--- config.mk ---
export PLATFORM = sky130hd
export DESIGN_NAME = pat_timer_bank
export DESIGN_NICKNAME = d
export VERILOG_FILES = /design/src/rtl/pat_timer_bank.sv
export SDC_FILE = /design/constraint.sdc
export NUM_CORES = 1
export LEC_CHECK = 0
export BUFFER_PORTS_ARGS = -buffer_cell sky130_fd_sc_hd__buf_2
export CAP_MARGIN = 20
export CORE_MARGIN = 3
export CORE_UTILIZATION = 58
export DETAILED_ROUTE_END_ITERATION = 12
export HOLD_SLACK_MARGIN = 0.03
export PLACE_DENSITY = 0.8
export SKIP_LAST_GASP = 1
export SLEW_MARGIN = 30
export SYNTH_ARGS = -nofsm -noshare
export SYNTH_HDL_FRONTEND = slang
export SYNTH_SLANG_ARGS = --single-unit
--- constraint.sdc ---
create_clock -name clk -period 2.25 [get_ports clk]
set_input_delay 0.45 -clock clk [delete_from_list [all_inputs] [get_ports clk]]
set_output_delay 0.45 -clock clk [all_outputs]
set_load 0.02 [all_outputs]
--- src/rtl/pat_timer_bank.sv ---
// rtl/pat_timer_bank.sv - multi-channel prescaled timer bank with compare/match flags
// Optional capture inputs enabled by defining PAT_TIMER_CAPTURE_EN.
module pat_timer_bank #(
  parameter int D_WIDTH      = 8,
  parameter int N_CH         = 3,
  parameter int PRESC_WIDTH  = 8,
  parameter int CH_ADR_WIDTH = 2
) (
  input  logic                    clk,
  input  logic                    reset,
  input  logic                    cfg_we,
  input  logic [CH_ADR_WIDTH-1:0] cfg_ch,
  input  logic [1:0]              cfg_sel,
  input  logic [D_WIDTH-1:0]      cfg_data,
  input  logic [N_CH-1:0]         flag_clr,
  input  logic [N_CH-1:0]         cap_in,
  output logic [N_CH*D_WIDTH-1:0] count_out,
  output logic [N_CH-1:0]         match_flag,
  output logic                    irq,
  output logic [N_CH*D_WIDTH-1:0] cap_out,
  output logic [N_CH-1:0]         cap_flag
);

  localparam logic [1:0] SEL_CTRL    = 2'd0;
  localparam logic [1:0] SEL_PRESC   = 2'd1;
  localparam logic [1:0] SEL_COMPARE = 2'd2;
  localparam logic [1:0] MODE_CLEAR  = 2'd1;
  localparam logic [1:0] MODE_ONE    = 2'd2;

  // Zero-extend (or truncate) write data to the prescaler width.
  logic [PRESC_WIDTH+D_WIDTH-1:0] presc_ext;
  logic [PRESC_WIDTH-1:0]         presc_wdata;
  assign presc_ext   = {{PRESC_WIDTH{1'b0}}, cfg_data};
  assign presc_wdata = presc_ext[PRESC_WIDTH-1:0];

  for (genvar i = 0; i < N_CH; i++) begin : g_ch
    logic                   en;
    logic [1:0]             mode;
    logic [PRESC_WIDTH-1:0] prescale;
    logic [PRESC_WIDTH-1:0] presc_cnt;
    logic [D_WIDTH-1:0]     compare;
    logic [D_WIDTH-1:0]     count;
    logic                   flag;
    logic                   wr_ch;
    logic                   tick;
    logic                   hit;

    assign wr_ch = cfg_we && (cfg_ch == CH_ADR_WIDTH'(i));
    assign tick  = en && (presc_cnt == prescale);
    assign hit   = tick && (count == compare);

    always_ff @(posedge clk) begin
      if (reset) begin
        en        <= 1'b0;
        mode      <= 2'b00;
        prescale  <= '1;
        presc_cnt <= '0;
        compare   <= '1;
        count     <= '0;
        flag      <= 1'b0;
      end else begin
        if (!en || tick) presc_cnt <= '0;
        else             presc_cnt <= presc_cnt + 1'b1;

        if (hit) begin
          case (mode)
            MODE_CLEAR: count <= '0;
            MODE_ONE:   en    <= 1'b0;
            default:    count <= count + 1'b1;
          endcase
        end else if (tick) begin
          count <= count + 1'b1;
        end

        flag <= hit | (flag & ~flag_clr[i]);

        // Software writes come last so they override the hardware one-shot EN clear.
        if (wr_ch) begin
          case (cfg_sel)
            SEL_CTRL: begin
              en   <= cfg_data[0];
              mode <= cfg_data[2:1];
              if (!en && cfg_data[0]) begin
                count     <= '0;
                presc_cnt <= '0;
              end
            end
            SEL_PRESC: begin
              prescale  <= presc_wdata;
              presc_cnt <= '0;
            end
            SEL_COMPARE: compare <= cfg_data;
            default: ;
          endcase
        end
      end
    end

    assign count_out[i*D_WIDTH +: D_WIDTH] = count;
    assign match_flag[i]                   = flag;

`ifdef PAT_TIMER_CAPTURE_EN
    // cap_sync[1:0] is the synchroniser, cap_sync[2] the edge-detect history.
    logic [2:0]         cap_sync;
    logic               cap_edge;
    logic [D_WIDTH-1:0] cap_val;
    logic               cap_flg;

    assign cap_edge = cap_sync[1] & ~cap_sync[2];

    always_ff @(posedge clk) begin
      if (reset) begin
        cap_sync <= 3'b000;
        cap_val  <= '0;
        cap_flg  <= 1'b0;
      end else begin
        cap_sync <= {cap_sync[1:0], cap_in[i]};
        if (cap_edge) cap_val <= count;
        cap_flg <= cap_edge | (cap_flg & ~flag_clr[i]);
      end
    end

    assign cap_out[i*D_WIDTH +: D_WIDTH] = cap_val;
    assign cap_flag[i]                   = cap_flg;
`else
    assign cap_out[i*D_WIDTH +: D_WIDTH] = '0;
    assign cap_flag[i]                   = 1'b0;
`endif
  end

`ifdef PAT_TIMER_CAPTURE_EN
  logic unused_presc_bits;
  assign unused_presc_bits = ^presc_ext[PRESC_WIDTH+D_WIDTH-1:PRESC_WIDTH];
`else
  logic unused_inputs;
  assign unused_inputs = ^{cap_in, presc_ext[PRESC_WIDTH+D_WIDTH-1:PRESC_WIDTH]};
`endif

  always_ff @(posedge clk) begin
    if (reset) irq <= 1'b0;
    else       irq <= (|match_flag) | (|cap_flag);
  end

endmodule

==> impl_metrics.toml <==
[logic_synthesis]
syn_area_per_cell_um2 = 9.31
synth_warnings = 0
ys_async_sr_fraction_pct = 0
ys_seq_elements = 109
yosysTopAreaCellShare_pct = 39.7
synth_area_um2 = 5500
synth_top_cell_by_area = "dfxtp_1"
synthCells = 590
yosysSeqAreaShare_pct = 39.7
synth_edf_count = 0
synth.area.top_cells = "dfxtp_1 40%, xor2_1 7.5%, a211o_1 6.5%, nor2b_1 5.4%, buf_4 4.1%"
synthFlopType = "dfxtp_1"
synth.distinct_cells = 56

[pwr]
powerDensity_nw_per_um2 = 582
p_leak_nw = 2.30
power.total_mw = 3.46
max-vdd-ir-drop_v = 0.000485

[sta]
fin_crit_ns = 2.05
max_freq_mhz = 488
whs_ns = 0.367
hold_viol = 0
relSlewSlack_pct = 55.5
tns_ns = 0
period_share_pct = 91.0
setup-violations-final = 0
setup_slack_ns = 0.203
fin_skew_ns = 0.0150
rsz0062_at_grt = "false"
tightest_slew_ns = 0.664
final_max_slew_viol_count = 0

[clock_tree]
cts.path.max_buffers = 2
cts_hold_buffers = 0
cts_resized = 0
cts_tree = "done"
clkLatencyLatePin_ns = 0.37
cts_htree_levels = 3
cts-buffers-inserted = 9
clk_pin_slew_ns = 0.10
cts_sinks = 109
cts_setup_buffers = 0
cts_root_buffer = "clkbuf_8"

[drt]
vias = 4289
post_drt_wl_per_cell_um = 15.1
wl_um = 11500
drt-vias-per-instance = 5.62
drt_drc_violations_left = 0
ant_nets = 0
drt_first_pass_iters = 5
initialDrtViolationCount = 146

[global_routing]
first_global_vias = 4031
grt-ovfl-total = 0
grt_pass1_wl_um = 18600
track_usage_pct = 22.0
grt_max_degree = 34
antenna_found_initial = 0

[place]
dp.cells = 747
gp_congestion = 0.875
port_buffers = 45
post-place-ws_ns = 0.270
place_area_um2 = 5750
hpwl_um = 8300

[floorplanning]
fp.dieArea_um2 = 10700
start_util_pct = 61.2
core-area_um2 = 8980
io_pins = 76
die_w_um = 103
row_count = 34
die_height_um = 103

[final_layout]
num-fill-cells = 736
final_util_pct = 66.2
antenna_cells = 0
layout.nets = 662
design_area_um2 = 5940
layout.cells.non_filler = 763
layout-drive-gt1-share_pct = 15.7
syn2layout_area_growth_pct = 8.17

[setup_path]
end_kind = "flop"
required_ns = 2.50
crit_arrival_ns = 2.30
cp_max_fo = 7
worstSetupPathType = "flop to flop"
critPathLaunchType = "flop"

[flow_run]
drv_cap = 0

[min_path]
min_path_type = "input port to flop"

[status]
status = "completed"
==> state kept, by name, indices dropped and copies added (netlist names) <==
name            cells
g_ch.compare       24
g_ch.flag           3
g_ch.en             3
irq                 1
g_ch.prescale      24
g_ch.presc_cnt     24
g_ch.mode           6
g_ch.count         24
==> cells in the mapped netlist (4+ instances only) <==
master and count:
nand3_1 22, xnor2_1 21, dfxtp_1 109, and3_1 13, buf_4 30, or2_2 5
xor2_1 47, a21oi_1 6, a221o_1 12, nor2b_1 47, nand4_1 5, nand2_1 40
nand2b_1 4, nor3_1 9, clkbuf_1 17, a31o_2 4, a22o_1 4, ha_1 9
inv_1 9, nand3b_1 13, and4_1 4, nor2_1 60, mux2i_1 7, a211o_1 41
==> worst max-delay path, cell delays in order (launching register included) <==
cell and delay (ns):
dfxtp_1 0.38, xor2_1 0.16, nor4_1 0.42, and3_1 0.30, a31oi_1 0.26, a221o_1 0.41
==> power breakdown <==
part	internal, mW	switching, mW
Clock	0.523	0.683
Combinational	0.0895	0.174
Sequential	1.96	0.0315
==> metal layers <==
metal	track usage (%)	vias to the layer above	wire [µm]
met5	0	-	0
met2	39.4	107	5880
met4	6.47	0	141
met1	26.7	2065	4960
met3	4.63	12	515
li1	-	2105	-
==> cell families (layout without fill, tap and decap cells) <==
kind of cell	count (synthesis)	count (layout)	share of synthesized area (%)
DFF	109	109	39.7
muxes	9	9	1.68
adders and majority gates	9	9	2.05
AOI/OAI and AO/OA	90	90	14.3
and+or+nand+nor	245	245	25.2
buffers and inverters	59	80	6.15
xor gates and xnor gates	68	68	10.8
other	1	27	0.0682
==> layout by cell type (no fill, tap or decap), drive strengths merged, types with 2 or more instances in the layout <==
master    instances
nand2b            4
o31ai             3
nor3             12
a311oi            3
a31o              4
ha                9
nor3b             3
nand3            23
nor2             60
clkbuf           10
a221o            12
a31oi             3
and4              4
nor4b             2
nor4              7
or2               5
buf              55
nand2            40
xor2             47
clkinvlp          3
xnor2            21
inv              11
nor2b            47
nand4             5
conb             27
dfxtp           109
a211o            41
a21oi             7
o21ba             2
nand3b           13
a211oi            2
and3             13
a221oi            2
a22o              4
mux2              2
mux2i             7
a2111o            2
==> cell type report <==
cell class	instances	area [µm²]	share of cell area (%)
Multi-Input combinational cell	448	3070	51.7
Sequential cell	109	2180	36.7
Timing Repair Buffer	55	300	5.05
Tap cell	126	158	2.65
Clock buffer	10	128	2.15
Clock inverter	6	70.1	1.18
Inverter	9	33.8	0.568
==> worst paths after layout <==
kind              depth (start not counted)                to                  from  slack (ns)
hold reg to reg                           2   g_ch[0].mode[0]       g_ch[0].mode[0]        0.46
hold / removal                            4      g_ch[0].flag           flag_clr[0]        0.37
setup / recovery                          5  g_ch[1].count[4]  g_ch[1].presc_cnt[0]        0.20
setup reg to reg                          5  g_ch[1].count[4]  g_ch[1].presc_cnt[0]        0.20
Power figures use the tool's default switching activity.
